## src/rtl/multdiv_pkg.sv

```systemverilog
// ============================================================================
// Module      : multdiv_pkg
// Description : Shared state encodings, Booth op codes, iteration defaults and
//               the radix-4 Booth decode helper for the multdiv controller.
// Revision    : 1.0 - initial release
// ============================================================================
`default_nettype none

package multdiv_pkg;

    localparam int DEF_MULT_ITERS = 16;
    localparam int DEF_DIV_ITERS  = 32;

    localparam logic [2:0] S_IDLE = 3'd0;
    localparam logic [2:0] S_MULT = 3'd1;
    localparam logic [2:0] S_DIV  = 3'd2;
    localparam logic [2:0] S_FIX  = 3'd3;
    localparam logic [2:0] S_DONE = 3'd4;

    localparam logic [2:0] BOOTH_NONE   = 3'b000;
    localparam logic [2:0] BOOTH_ADD_A  = 3'b001;
    localparam logic [2:0] BOOTH_ADD_2A = 3'b010;
    localparam logic [2:0] BOOTH_SUB_A  = 3'b101;
    localparam logic [2:0] BOOTH_SUB_2A = 3'b110;

    // bits = {q[1], q[0], q[-1]}
    function automatic logic [2:0] booth_decode(input logic [2:0] bits);
        logic [2:0] op;
        case (bits)
            3'b001, 3'b010: op = BOOTH_ADD_A;
            3'b011:         op = BOOTH_ADD_2A;
            3'b100:         op = BOOTH_SUB_2A;
            3'b101, 3'b110: op = BOOTH_SUB_A;
            default:        op = BOOTH_NONE;
        endcase
        return op;
    endfunction

endpackage

`default_nettype wire

```

## src/rtl/multdiv_iter_counter.sv

```systemverilog
// ============================================================================
// Module      : iter_counter
// Description : Iteration counter with sync clear, enable, saturation and a
//               terminal-count compare.
// Revision    : 1.0 - initial release
// ============================================================================
`default_nettype none

module iter_counter #(
    parameter int CW = 6
) (
    input  logic          clk,
    input  logic          rst,
    input  logic          clr,
    input  logic          en,
    input  logic [CW-1:0] term,
    output logic [CW-1:0] count,
    output logic          at_term
);

    logic [CW-1:0] r_count;

    // The all-ones guard keeps the counter from ever wrapping, even if enable
    // were held past the end of an operation.
    always_ff @(posedge clk or posedge rst) begin
        if (rst) begin
            r_count <= '0;
        end else if (clr) begin
            r_count <= '0;
        end else if (en && (r_count != {CW{1'b1}})) begin
            r_count <= r_count + 1'b1;
        end
    end

    assign count   = r_count;
    assign at_term = (r_count == term);

endmodule

`default_nettype wire

```

## src/rtl/multdiv_control.sv

```systemverilog
// ============================================================================
// Module      : multdiv_control
// Description : Sequencer for the multiply/divide datapath: radix-4 Booth
//               multiply, non-restoring divide, ready pulse and exception.
// Revision    : 1.0 - initial release
// ============================================================================
`default_nettype none

module multdiv_control
    import multdiv_pkg::*;
#(
    parameter int WIDTH      = DEF_DIV_ITERS,
    parameter int MULT_ITERS = DEF_MULT_ITERS,
    parameter int DIV_ITERS  = WIDTH,
    parameter int CW         = $clog2(DIV_ITERS) + 1
) (
    input  logic          clock,
    input  logic          reset,
    input  logic          ctrl_MULT,
    input  logic          ctrl_DIV,
    input  logic          divisor_zero,
    input  logic [2:0]    mult_bits,
    input  logic          rem_sign,
    input  logic          mult_ovf,
    output logic          dp_load,
    output logic          dp_step,
    output logic [2:0]    booth_op,
    output logic          div_sub,
    output logic          div_fix,
    output logic          busy,
    output logic          data_resultRDY,
    output logic          data_exception,
    output logic [CW-1:0] iter_count
);

    localparam logic [CW-1:0] C_MULT_LAST = CW'(MULT_ITERS - 1);
    localparam logic [CW-1:0] C_DIV_LAST  = CW'(DIV_ITERS - 1);

    logic [2:0]    r_state;
    logic [2:0]    w_next;
    logic          r_op_div;
    logic          r_dbz;
    logic          w_start;
    logic          w_cnt_en;
    logic [CW-1:0] w_term;
    logic          w_last;

    assign w_start  = ctrl_MULT | ctrl_DIV;
    assign w_cnt_en = (r_state == S_MULT) || (r_state == S_DIV);
    assign w_term   = (r_state == S_DIV) ? C_DIV_LAST : C_MULT_LAST;

    iter_counter #(
        .CW (CW)
    ) u_iter_counter (
        .clk     (clock),
        .rst     (reset),
        .clr     (w_start),
        .en      (w_cnt_en),
        .term    (w_term),
        .count   (iter_count),
        .at_term (w_last)
    );

    always_ff @(posedge clock or posedge reset) begin
        if (reset) begin
            r_state <= S_IDLE;
        end else begin
            r_state <= w_next;
        end
    end

    // Op type and divide-by-zero are captured at start; multiply wins a tie.
    always_ff @(posedge clock or posedge reset) begin
        if (reset) begin
            r_op_div <= 1'b0;
            r_dbz    <= 1'b0;
        end else if (w_start) begin
            r_op_div <= ~ctrl_MULT;
            r_dbz    <= ~ctrl_MULT & divisor_zero;
        end
    end

    always_comb begin
        w_next = r_state;
        case (r_state)
            S_IDLE:  w_next = S_IDLE;
            S_MULT:  if (w_last) w_next = S_DONE;
            S_DIV:   if (w_last) w_next = S_FIX;
            S_FIX:   w_next = S_DONE;
            S_DONE:  w_next = S_IDLE;
            default: w_next = S_IDLE;
        endcase
        // A start in any state aborts and restarts.
        if (w_start) begin
            if (ctrl_MULT) begin
                w_next = S_MULT;
            end else if (divisor_zero) begin
                w_next = S_DONE;
            end else begin
                w_next = S_DIV;
            end
        end
    end

    always_comb begin
        dp_load        = w_start;
        dp_step        = 1'b0;
        booth_op       = BOOTH_NONE;
        div_sub        = 1'b0;
        div_fix        = 1'b0;
        busy           = 1'b0;
        data_resultRDY = 1'b0;
        data_exception = 1'b0;
        case (r_state)
            S_MULT: begin
                dp_step  = 1'b1;
                busy     = 1'b1;
                booth_op = booth_decode(mult_bits);
            end
            S_DIV: begin
                dp_step = 1'b1;
                busy    = 1'b1;
                div_sub = (iter_count == '0) ? 1'b1 : ~rem_sign;
            end
            S_FIX: begin
                busy    = 1'b1;
                div_fix = rem_sign;
            end
            S_DONE: begin
                data_resultRDY = 1'b1;
                data_exception = r_dbz | (~r_op_div & mult_ovf);
            end
            default: begin
                dp_step = 1'b0;
            end
        endcase
    end

endmodule

`default_nettype wire
```

## config.mk

```make
export PLATFORM = sky130hd
export DESIGN_NAME = multdiv_control
export DESIGN_NICKNAME = d
export VERILOG_FILES = /design/src/rtl/multdiv_pkg.sv /design/src/rtl/multdiv_iter_counter.sv /design/src/rtl/multdiv_control.sv
export SDC_FILE = /design/constraint.sdc
export NUM_CORES = 1
export LEC_CHECK = 0
export ABC_CLOCK_PERIOD_IN_PS = 1850
export BUFFER_PORTS_ARGS = -buffer_cell sky130_fd_sc_hd__buf_4
export CORE_MARGIN = 2
export CORE_UTILIZATION = 47
export CTS_CLUSTER_SIZE = 40
export DETAILED_ROUTE_END_ITERATION = 8
export PLACE_DENSITY = 0.81
export SLEW_MARGIN = 20
export SYNTH_ARGS = -nofsm -noshare
export SYNTH_HDL_FRONTEND = slang
export SYNTH_SLANG_ARGS = --single-unit
```

## constraint.sdc

```tcl
create_clock -name clock -period 1.85 [get_ports clock]
set_input_delay 0.555 -clock clock [delete_from_list [all_inputs] [get_ports clock]]
set_output_delay 0.555 -clock clock [all_outputs]
set_load 0.02 [all_outputs]
```

After elaboration in Yosys (flattened, before gate mapping)
Index checks and enable logic that the tools add are counted.
Storage, ports and cells
  register bits after elaboration: 11
  latch bits: 0
  bits in writable memories: 0
  ROM bits: 0
  input bits: 10
  output and inout bits: 16
  word-level logic and storage cells: 53
  memories: 0
Operators by class
  add/sub/neg operators: 1
  $mul: 0
  div/mod/pow operators: 0
  order comparisons: 0
  eq/ne operators: 14
  shifts and indexed selects: 0
  mux-type cells: 18
  bitwise operators: 7
  reduce and logical (&&, ||, !) cells: 9
Operators by type and width (number)
  3-bit two-way mux: 6
  3-bit by 2-bit == test with 1-bit output, second input constant: 4
  3-bit == test, second input constant: 4
  6-bit two-way mux: 2
  3-bit case mux with 4 select lines: 1
  3-bit case mux with 3 select lines: 1
  1-bit two-way mux: 7
  6-bit by 1-bit adder with 6-bit output, second input constant: 1
  3-bit by 1-bit == test with 1-bit output, second input constant: 2
  6-bit by 5-bit == test with 1-bit output: 1
  6-bit logical NOT: 1
  3-bit by 2-bit != test with 1-bit output, second input constant: 2
  6-bit != test, second input constant: 1
  2-bit OR reduction: 3
  5-bit two-way mux: 1
  1-bit NOT: 3
  3-bit OR reduction: 1
  1-bit AND: 2
  1-bit bitwise OR: 2
  2-bit AND reduction: 1
  2-bit nonzero test: 1
  1-bit logical AND: 1
  1-bit logical OR: 1

Depth between registers and ports, before layout
Gate-level depths: netlist (run 1).
  word-level depth: 6
  gate-level depth with buffers: 5
  depth with buffers taken out: 5

Hierarchy
From an unflattened synthesis (run 1), not the netlist that was laid out.
Second synthesis, totals
  cell total of the unflattened synthesis: 94
  area, all modules: 788.3 µm²
Modules (own cells, without submodules)
  iter_counter: times used 1, cells each 48, area an instance 434.2 µm², sequential area each 150.1 µm²
  multdiv_control: times used 1, cells each 46, area an instance 354.1 µm², sequential area each 125.1 µm²

Worst setup path before layout (run 1)
No wires, ideal clock.
  path type: flip-flop to output port
  start: reg u_iter_counter.r_count[4], in the netlist u_iter_counter.count[4]
  end: out div_sub
  data arrival time: 1.284 ns
  required time: 1.295 ns
  path slack: 0.011 ns
  cell stages (with the launch flop): 5
  path buffers: 1
  cells stage by stage: dfrtp_1 buf_2 nor4_1 nand2_1 a21oi_1
Between the ends
  longest elaborated chain between the ends: 3
RTL lines
  start: declaration: RTL line multdiv_iter_counter.sv:21  | logic [CW-1:0] r_count;
  start signal: assignment: RTL line multdiv_iter_counter.sv:31  | r_count <= r_count + 1'b1;
  6-bit logical NOT: RTL line multdiv_control.sv:123  | div_sub = (iter_count == '0) ? 1'b1 : ~rem_sign;
  1-bit two-way mux: RTL line multdiv_control.sv:123
  1-bit two-way mux: RTL line multdiv_control.sv:114  | case (r_state)
  end: declaration: RTL line multdiv_control.sv:28  | output logic div_sub,
No other way between the ends.

Worst setup path after layout (run 1)
  start: reg r_state[1]
  end: out div_sub
Between the ends
  longest elaborated chain between the ends: 2
RTL lines
  start: declaration: RTL line multdiv_control.sv:39  | logic [2:0] r_state;
  start signal: assignment: RTL line multdiv_control.sv:68  | r_state <= w_next;
  3-bit by 2-bit == test with 1-bit output: RTL line multdiv_control.sv:114
  1-bit two-way mux: RTL line multdiv_control.sv:114
No other way between the ends.

==> flow_metrics.py, run 1 <==
metrics = {
    "sta": {
        "finalMaxSlewViolations": 0,
        "finalSetupTns_ns": -0.153,
        "max_clock_freq_ghz": 0.528,
        "setup_ws_ns": -0.0441,
        "post-route-min-period_ns": 1.89,
        "rsz0062_at_grt": "true",
        "maxSlewHeadroom_pct": 71.5,
        "final_hold_viol_count": 0,
        "period_share_pct": 102,
        "skew_ns": 0.00789,
        "tightest_slew_ns": 0.428,
        "setup-violations-final": 5,
    },
    "synthesis": {
        "synth.distinct_cells": 30,
        "yosys.area_share.xor_xnor_pct": 4.92,
        "post_synth_inst_count": 81,
        "synth-seq-area-share_pct": 38.7,
        "synth_area_leader_cell": "dfrtp_1",
        "synth_area_leaders": "dfrtp_1 39%, nor2_1 9.0%, mux2i_1 4.2%",
        "synth-main-ff-cell": "dfrtp_1",
        "synth-seq-cells": 11,
        "syn_area_um2": 712,
        "yosys_warnings": 0,
        "synth_simple_gate_area_share_pct": 26.4,
        "async_reset_ff_share_pct": 100,
        "synth-compound-area-share_pct": 15.3,
        "synth_nets": 93,
        "synthAdderAreaFrac_pct": 3.51,
        "synth_top_family_by_area": "simple AND/OR/NAND/NOR gates",
        "synth_top_area_share_pct": 38.7,
        "ys_top_cells_by_count": "17 x nor2_1, 11 x dfrtp_1, 5 x a21oi_1",
        "synth_edf_count": 0,
        "yosysMostFrequentCell": "nor2_1",
        "synth_area_per_cell_um2": 8.79,
        "synth.area.mux_share_pct": 5.80,
    },
    "global_routing": {
        "grt_pass1_wl_um": 2980,
        "grt_pass1_vias": 682,
        "antenna_found_initial": 0,
        "grtUsageTotal_pct": 22.2,
        "overflow": 0,
        "grt_max_degree": 12,
    },
    "power": {
        "irDropWorstVdd_mv": 0.372,
        "clkPwrFrac_pct": 26.5,
        "pwr_density_cell_nw_per_um2": 580,
        "leakage_nw": 0.522,
        "switching_power_mw": 0.193,
        "p_int_mw": 0.427,
        "switching_share_pct": 31.2,
        "pwr-share-comb_pct": 31.8,
        "p_seq_share_pct": 41.7,
        "p_total_mw": 0.620,
    },
    "floorplanning": {
        "floorplan.die_area_um2": 1840,
        "fp.dieH_um": 42.9,
        "row_count": 14,
        "dieWidth_um": 42.9,
        "initial_utilization_pct": 49.0,
        "coreArea_um2": 1450,
        "io_pins": 26,
    },
    "setup_path": {
        "end_kind": "output pin",
        "critPathRequiredTime_ns": 1.29,
        "critPathMaxFanout": 3,
        "r2r-end": "u_iter_counter.count[1]",
        "worst_r2r_path_depth": 5,
        "reg2reg_slack_ns": 0.12,
        "start_kind": "flip-flop",
        "worst-setup-path-type": "reg -> out",
        "arrival_ns": 1.34,
        "r2r-start": "u_iter_counter.count[0]",
    },
    "cts": {
        "insertion_delay_ns": 0.27,
        "cts_buffers": 3,
        "clk_pin_slew_ns": 0.07,
        "root_buffer": "clkbuf_4",
        "cts_buffer_depth": 2,
        "cts_tree": "done",
        "cts_max_level": 1,
        "cts_sinks": 11,
    },
    "route": {
        "wire_per_inst_um": 14.5,
        "dr.first_iter.drc_count": 26,
        "drc_errors": 0,
        "viasPerCell": 5.53,
        "drtAntennaViolNets": 0,
        "vias": 736,
        "dr.pass1.iters": 4,
        "routed_wirelength_um": 1940,
    },
    "finish": {
        "nets": 130,
        "fillers": 112,
        "postLayoutCoreUtil_pct": 73.5,
        "antennaDiodeCount": 0,
        "area_growth_pct": 50.1,
        "drive_gt1_share_pct": 47.0,
    },
    "status": {
        "status": "finished with violations",
        "violations": "negative setup slack",
    },
    "hold_path": {
        "hp-class": "in -> async",
    },
    "place": {
        "gp_congestion": 0.857,
        "dp_hpwl_um": 1290,
        "port_buffers": 25,
    },
    "job": {
        "cap_violations": 0,
    },
}
[kinds of logic (layout without fill, tap and decap cells)]
| family | Yosys count | count (layout) |
|---|---|---|
| XOR/XNOR | 4 | 4 |
| multiplexers | 4 | 4 |
| adder cells (fa/ha/maj) | 2 | 2 |
| AND/OR/NAND/NOR | 38 | 38 |
| AO/OA/AOI/OAI | 14 | 14 |
| buffers and inverters | 8 | 44 |
| flip-flops | 11 | 11 |
[power groups by stage]
| stage | Clock (mW) | Sequential (mW) | Combinational, mW |
|---|---|---|---|
| global route | 0.178 | 0.260 | 0.210 |
| floorplan | 0 | 0.264 | 0.0923 |
| CTS | 0.167 | 0.258 | 0.177 |
| global placement | 0 | 0.263 | 0.153 |
| detailed placement | 0 | 0.264 | 0.155 |
| finish | 0.164 | 0.259 | 0.197 |
[worst max-delay path by stage]
| stage | slack (ns) | to | start |
|---|---|---|---|
| 6_report | -0.04 | div_sub | r_state[1] |
| 5_1_grt | -0.10 | div_sub | r_state[1] |
| 4_1_cts | -0.04 | div_sub | r_state[0] |
| 3_5_place_dp | 0.13 | dp_load | ctrl_MULT |
| 3_3_place_gp | 0.13 | dp_load | ctrl_MULT |
| 2_1_floorplan | 0.01 | div_sub | u_iter_counter.count[4] |
[stage by stage]
step | instances | hold WS [ns] | area, µm² | worst slack (ns)
after floorplan | 81 | 0.407 | 712 | 0.0110
after global placement | 124 | 0.507 | 941 | 0.135
after detailed placement | 124 | 0.512 | 941 | 0.130
after CTS | 133 | 0.277 | 1030 | -0.0449
after global routing | 133 | 0.320 | 1070 | -0.103
final | 133 | 0.275 | 1070 | -0.0441
[state kept, by name, summed over array words and instances, names as in the netlist]
name and cells:
r_dbz 1, u_iter_counter.count 6, r_op_div 1, r_state 3
[critical path, stage by stage, from the launching register on]
cell and delay, ns:
dfrtp_1 0.40, or3b_4 0.41, a21oi_2 0.13, buf_6 0.13
[layer usage]
layer / GRT usage [%] / vias up / share of wire, %
li1: - / 355 / -
met2: 35.5 / 33 / 52
met3: 3.83 / 8 / 5.4
met1: 29.0 / 340 / 40
met5: 0 / - / 0
met4: 10.6 / 0 / 2.8
[layout by cell type (no fill, tap or decap), types with 4 or more instances in the layout]
| cell | instances |
|---|---|
| nor2_1 | 12 |
| nand2_1 | 4 |
| dfrtp_1 | 10 |
| a21oi_1 | 4 |
| inv_1 | 4 |
| buf_4 | 31 |
| buf_6 | 5 |
[final cells by class]
cell class / count / area, µm² / share of cell area, %
multi-input combinational: 62 / 442 / 41.3
sequential: 11 / 277 / 25.9
clock buffer: 4 / 26.3 / 2.46
timing repair buffer: 36 / 289 / 27.0
tap: 16 / 20.0 / 1.87
inverter: 4 / 15.0 / 1.41
[repair_timing]
item,in CTS,in global routing
endpoints found under the setup margin,4,7
gates resized for setup,6,12
buffers inserted,5,0
hold buffers,0,0
pin swaps,3,1
Power figures use the tool's default switching activity.
==> run 2: changes to the inputs <==
--- a/config.mk
+++ b/config.mk
@@ -8,10 +8,10 @@
 export ABC_CLOCK_PERIOD_IN_PS = 1850
 export BUFFER_PORTS_ARGS = -buffer_cell sky130_fd_sc_hd__buf_4
 export CORE_MARGIN = 2
-export CORE_UTILIZATION = 47
+export CORE_UTILIZATION = 40
 export CTS_CLUSTER_SIZE = 40
 export DETAILED_ROUTE_END_ITERATION = 8
-export PLACE_DENSITY = 0.81
+export PLACE_DENSITY = 0.72
 export SLEW_MARGIN = 20
 export SYNTH_ARGS = -nofsm -noshare
 export SYNTH_HDL_FRONTEND = slang
==> flow_metrics.py, run 2 (synthesized netlist as in run 1, its figures left out) <==
metrics = {
    "sta": {
        "skew_ns": 0.00853,
        "setup_ws_ns": -0.0897,
        "max_clock_freq_ghz": 0.516,
        "final_hold_viol_count": 0,
        "maxSlewHeadroom_pct": 72.4,
        "finalMaxSlewViolations": 0,
        "setup-violations-final": 4,
        "rsz0062_at_grt": "true",
        "period_share_pct": 105,
        "tightest_slew_ns": 0.414,
        "whs_ns": 0.272,
        "post-route-min-period_ns": 1.94,
    },
    "finish": {
        "finalInstanceArea_um2": 1100,
        "layout_commonest_cell": "buf_4",
        "nets": 132,
        "largest_reg_flops": 6,
        "antennaDiodeCount": 0,
        "layout_common_cells": "34 x buf_4, 13 x nor2_1, 10 x dfrtp_1",
        "drive_gt1_share_pct": 47.1,
        "area_growth_pct": 54.7,
    },
    "cts": {
        "cts_tree": "done",
        "cts_hold_buf": 0,
        "cts_buffers": 3,
        "clk_pin_slew_ns": 0.08,
        "root_buffer": "clkbuf_4",
        "cts_buffer_depth": 2,
        "cts_max_level": 1,
        "insertion_delay_ns": 0.26,
        "cts_sinks": 11,
    },
    "place": {
        "dpl_cell_area_um2": 960,
        "dp_hpwl_um": 1300,
        "port_buffers": 25,
        "gp_congestion": 0.807,
    },
    "setup_path": {
        "arrival_ns": 1.38,
        "end_kind": "output pin",
        "critPathRequiredTime_ns": 1.29,
        "start_kind": "flip-flop",
        "worst-setup-path-type": "reg -> out",
        "critPathMaxFanout": 5,
    },
    "route": {
        "drtAntennaViolNets": 0,
        "vias": 748,
        "routed_wirelength_um": 1830,
        "dr.first_iter.drc_count": 23,
        "dr.pass1.iters": 4,
        "viasPerCell": 5.19,
        "drc_errors": 0,
        "wire_per_inst_um": 12.7,
    },
    "power": {
        "irDropWorstVdd_mv": 0.379,
        "leakage_nw": 0.540,
        "pwr_density_cell_nw_per_um2": 558,
    },
    "floorplanning": {
        "floorplan.die_area_um2": 2130,
        "io_pins": 26,
        "fp.dieH_um": 46.2,
        "initial_utilization_pct": 41.7,
        "row_count": 15,
        "dieWidth_um": 46.2,
        "coreArea_um2": 1710,
    },
    "hold_path": {
        "hp-class": "in -> async",
    },
    "global_routing": {
        "grtUsageTotal_pct": 19.6,
        "grt_max_degree": 12,
        "grt_pass1_wl_um": 2990,
        "grt_pass1_vias": 711,
        "antenna_found_initial": 0,
        "overflow": 0,
    },
    "status": {
        "violations": "negative setup slack",
        "status": "finished with violations",
    },
    "job": {
        "cap_violations": 0,
    },
}
-- run 2: through the flow --
step / util [%] / total power [mW] / TNS [ns] / cells / worst slack [ns]
after global placement: 56.2 / 0.415 / 0 / 134 / 0.136
final: 64.5 / 0.614 / -0.175 / 144 / -0.0897
after floorplan: - / 0.357 / 0 / 81 / 0.0110
after CTS: 62.7 / 0.610 / -0.114 / 143 / -0.0923
after global routing: 64.5 / 0.647 / -0.378 / 144 / -0.130
after detailed placement: 56.2 / 0.419 / 0 / 134 / 0.119
-- run 2: area by class of cell --
| cell class | count | area (µm²) |
|---|---|---|
| Clock buffer | 4 | 26.3 |
| Fill cell | 140 | 607 |
| Inverter | 4 | 15.0 |
| Multi-Input combinational cell | 62 | 452 |
| Sequential cell | 11 | 277 |
| Tap cell | 25 | 31.3 |
| Timing Repair Buffer | 38 | 300 |
-- run 2: power breakdown --
group | internal [mW] | switching [mW] | leakage (nW)
Combinational | 0.0910 | 0.0964 | 0.379
Clock | 0.0832 | 0.0819 | 0.0150
Sequential | 0.250 | 0.0117 | 0.146
-- run 2: worst paths after layout --
kind,start,to,slack [ns],depth (start not counted)
worst max-delay path,r_state[1],div_sub,-0.09,3
worst min-delay path,reset,r_state[2],0.27,2
worst max register to register,u_iter_counter.count[0],u_iter_counter.count[1],0.15,5
worst min register to register,r_op_div,r_op_div,0.55,2
max in group asynchronous,reset,r_state[0],1.25,2
min in group clock,ctrl_MULT,r_state[1],0.49,2
-- run 2: metal layers --
layer	vias to the layer above	wire length [µm]	part of all wire (%)	track usage [%]
li1	363	-	-	-
met1	353	792	43	24.8
met4	0	13	0.71	9.14
met2	30	915	50	32.2
met5	-	0	0	0
met3	2	105	5.7	3.14
-- run 2: worst max-delay path, cell delays in order (launching register included) --
cell and delay (ns):
dfrtp_1 0.43, or3b_4 0.42, a21oi_2 0.12, buf_4 0.15
-- run 2: repair_timing --
action | CTS | global route
pin swaps | 5 | 0
gates resized for setup | 12 | 5
setup buffers | 5 | 1
endpoints found under the setup margin | 5 | 6
==> run 3: changes to the inputs <==
--- a/config.mk
+++ b/config.mk
@@ -5,13 +5,14 @@
 export SDC_FILE = /design/constraint.sdc
 export NUM_CORES = 1
 export LEC_CHECK = 0
+export ABC_AREA = 1
 export ABC_CLOCK_PERIOD_IN_PS = 1850
 export BUFFER_PORTS_ARGS = -buffer_cell sky130_fd_sc_hd__buf_4
 export CORE_MARGIN = 2
 export CORE_UTILIZATION = 40
 export CTS_CLUSTER_SIZE = 40
 export DETAILED_ROUTE_END_ITERATION = 8
-export PLACE_DENSITY = 0.72
+export PLACE_DENSITY = 0.71
 export SLEW_MARGIN = 20
 export SYNTH_ARGS = -nofsm -noshare
 export SYNTH_HDL_FRONTEND = slang
==> flow_metrics.py, run 3 <==
metrics = {
    "status": {
        "status": "finished with violations",
        "violations": "negative setup slack",
    },
    "floorplanning": {
        "coreArea_um2": 1900,
        "dieWidth_um": 48.3,
        "fp.dieH_um": 48.3,
        "io_pins": 26,
        "floorplan.die_area_um2": 2330,
        "initial_utilization_pct": 41.2,
        "row_count": 16,
    },
    "route": {
        "dr.first_iter.drc_count": 22,
        "vias": 865,
        "dr.pass1.iters": 4,
        "routed_wirelength_um": 2160,
        "drtAntennaViolNets": 0,
        "viasPerCell": 4.97,
        "wire_per_inst_um": 12.4,
        "drc_errors": 0,
    },
    "finish": {
        "area_growth_pct": 45.5,
        "finalInstanceArea_um2": 1140,
        "drive_gt1_share_pct": 44.2,
        "nets": 160,
        "fillers": 178,
        "layout_common_cells": "34 x buf_4, 23 x nand2_1, 13 x inv_1",
        "seq_area_um2": 277,
        "layout_commonest_cell": "buf_4",
        "postLayoutCoreUtil_pct": 59.9,
        "multi_input_area_um2": 468,
        "final_cells": 174,
        "antennaDiodeCount": 0,
        "largest_reg_flops": 6,
    },
    "synthesis": {
        "synth_nets": 121,
        "yosysMostFrequentCell": "nand2_1",
        "synth_area_leader_cell": "dfrtp_1",
        "async_reset_ff_share_pct": 100,
        "post_synth_inst_count": 109,
        "synth_area_per_cell_um2": 7.19,
        "yosys_warnings": 0,
        "synth-seq-area-share_pct": 35.1,
        "synth-seq-cells": 11,
        "synth_top_area_share_pct": 35.1,
        "synth_area_leaders": "dfrtp_1 35%, nand2_1 12%, inv_1 7.2%",
        "ys_top_cells_by_count": "24 x nand2_1, 15 x inv_1, 11 x dfrtp_1, 11 x nor2_1, 7 x nand3_1",
        "synth-main-ff-cell": "dfrtp_1",
        "syn_area_um2": 783,
        "synth.distinct_cells": 25,
        "synth_edf_count": 0,
    },
    "cts": {
        "root_buffer": "clkbuf_4",
        "cts_tree": "done",
        "insertion_delay_ns": 0.28,
        "cts_buffer_depth": 2,
        "clk_pin_slew_ns": 0.08,
        "cts_sinks": 11,
        "cts_buffers": 3,
        "cts_hold_buf": 0,
        "cts_max_level": 1,
    },
    "global_routing": {
        "grt_max_degree": 12,
        "grtUsageTotal_pct": 19.5,
        "overflow": 0,
        "grt_pass1_vias": 762,
        "grt_pass1_wl_um": 3080,
        "antenna_found_initial": 0,
    },
    "setup_path": {
        "critPathMaxFanout": 2,
        "start_kind": "flip-flop",
        "worst-setup-path-type": "reg -> out",
        "arrival_ns": 1.31,
        "critPathRequiredTime_ns": 1.29,
        "end_kind": "output pin",
        "reg2reg_slack_ns": 0.31,
    },
    "power": {
        "pwr_density_cell_nw_per_um2": 548,
        "p_seq_share_pct": 41.8,
        "clkPwrFrac_pct": 27.3,
        "switching_power_mw": 0.214,
        "p_int_mw": 0.411,
        "switching_share_pct": 34.3,
        "irDropWorstVdd_mv": 0.406,
        "leakage_nw": 0.601,
        "p_total_mw": 0.625,
        "pwr-share-comb_pct": 30.9,
    },
    "place": {
        "gp_congestion": 0.845,
        "dpl_cell_area_um2": 1020,
        "dp_hpwl_um": 1500,
        "port_buffers": 25,
        "dpl.cell_count": 163,
    },
    "sta": {
        "setup_ws_ns": -0.0179,
        "finalSetupTns_ns": -0.0179,
        "rsz0062_at_grt": "true",
        "maxSlewHeadroom_pct": 70.6,
        "final_hold_viol_count": 0,
        "post-route-min-period_ns": 1.87,
        "skew_ns": 0.00567,
        "tightest_slew_ns": 0.441,
        "max_clock_freq_ghz": 0.535,
        "setup-violations-final": 1,
        "period_share_pct": 101,
        "finalMaxSlewViolations": 0,
    },
    "hold_path": {
        "hp-class": "in -> async",
    },
    "job": {
        "cap_violations": 0,
    },
}
## run 3: cell types whose count changed after synthesis, sizes merged, moves of 4 or more
cell	change
inv	+15
nand2	+28
nand3	+7
nor2	-5
o21ai	+4
## run 3: repair_timing
action,in CTS,in global routing
endpoints found under the setup margin,5,7
buffers inserted,4,3
gates resized for setup,5,6
pin swaps,0,2
## run 3: cells by family (layout without fill, tap and decap cells)
family,after synthesis,in the layout,share of synthesized area (%)
AOI/OAI and AO/OA,12,12,9.43
adders and majority gates,2,2,3.19
DFF,11,11,35.1
buffers and inverters,20,58,9.74
xor gates and xnor gates,1,1,1.12
and+or+nand+nor,63,63,41.4
## run 3: layout make-up
class	instances	share of cell area, %
Multi-Input combinational cell	78	41.1
Sequential cell	11	24.3
Timing Repair Buffer	34	22.4
Inverter	20	6.92
Tap cell	27	2.96
Clock buffer	3	1.98
Clock inverter	1	0.439
## run 3: path summary, 6_finish.rpt
check                                                to  cells past startpoint                     from
worst max-delay path                            div_sub                      5  u_iter_counter.count[1]
worst min-delay path                           r_op_div                      2                    reset
worst max register to register  u_iter_counter.count[2]                     10  u_iter_counter.count[1]
worst min register to register                 r_op_div                      2                 r_op_div
max in group asynchronous                    r_state[0]                      2                    reset
min in group clock                             r_op_div                      2                ctrl_MULT
## run 3: power groups by stage
| stage | registers (mW) | logic, mW | clock network [mW] |
|---|---|---|---|
| 2_1_floorplan | 0.267 | 0.0961 | 0 |
| 3_5_place_dp | 0.265 | 0.163 | 0 |
| 3_3_place_gp | 0.264 | 0.159 | 0 |
| 4_1_cts | 0.258 | 0.183 | 0.175 |
| 5_1_grt | 0.262 | 0.209 | 0.193 |
| 6_report | 0.261 | 0.193 | 0.171 |
## run 3: metal layers
metal | vias to the layer above | GRT usage [%] | share of wire (%)
met5 | - | 0 | 0
met4 | 0 | 10.8 | 2.2
met3 | 4 | 3.33 | 4.7
met2 | 24 | 31.6 | 51
met1 | 409 | 24.3 | 42
li1 | 428 | - | -
## run 3: worst max-delay path, stage by stage, from the launching register on
cell	delay, ns
dfrtp_1	0.40
inv_1	0.07
ha_2	0.16
nand4_1	0.09
a21oi_1	0.16
buf_4	0.16
## run 3: stage by stage
stage,hold slack [ns],setup WS (ns)
6_report,0.272,-0.0179
3_3_place_gp,0.492,0.110
5_1_grt,0.300,-0.0924
3_5_place_dp,0.519,0.0730
2_1_floorplan,0.407,0.0538
4_1_cts,0.283,-0.00474
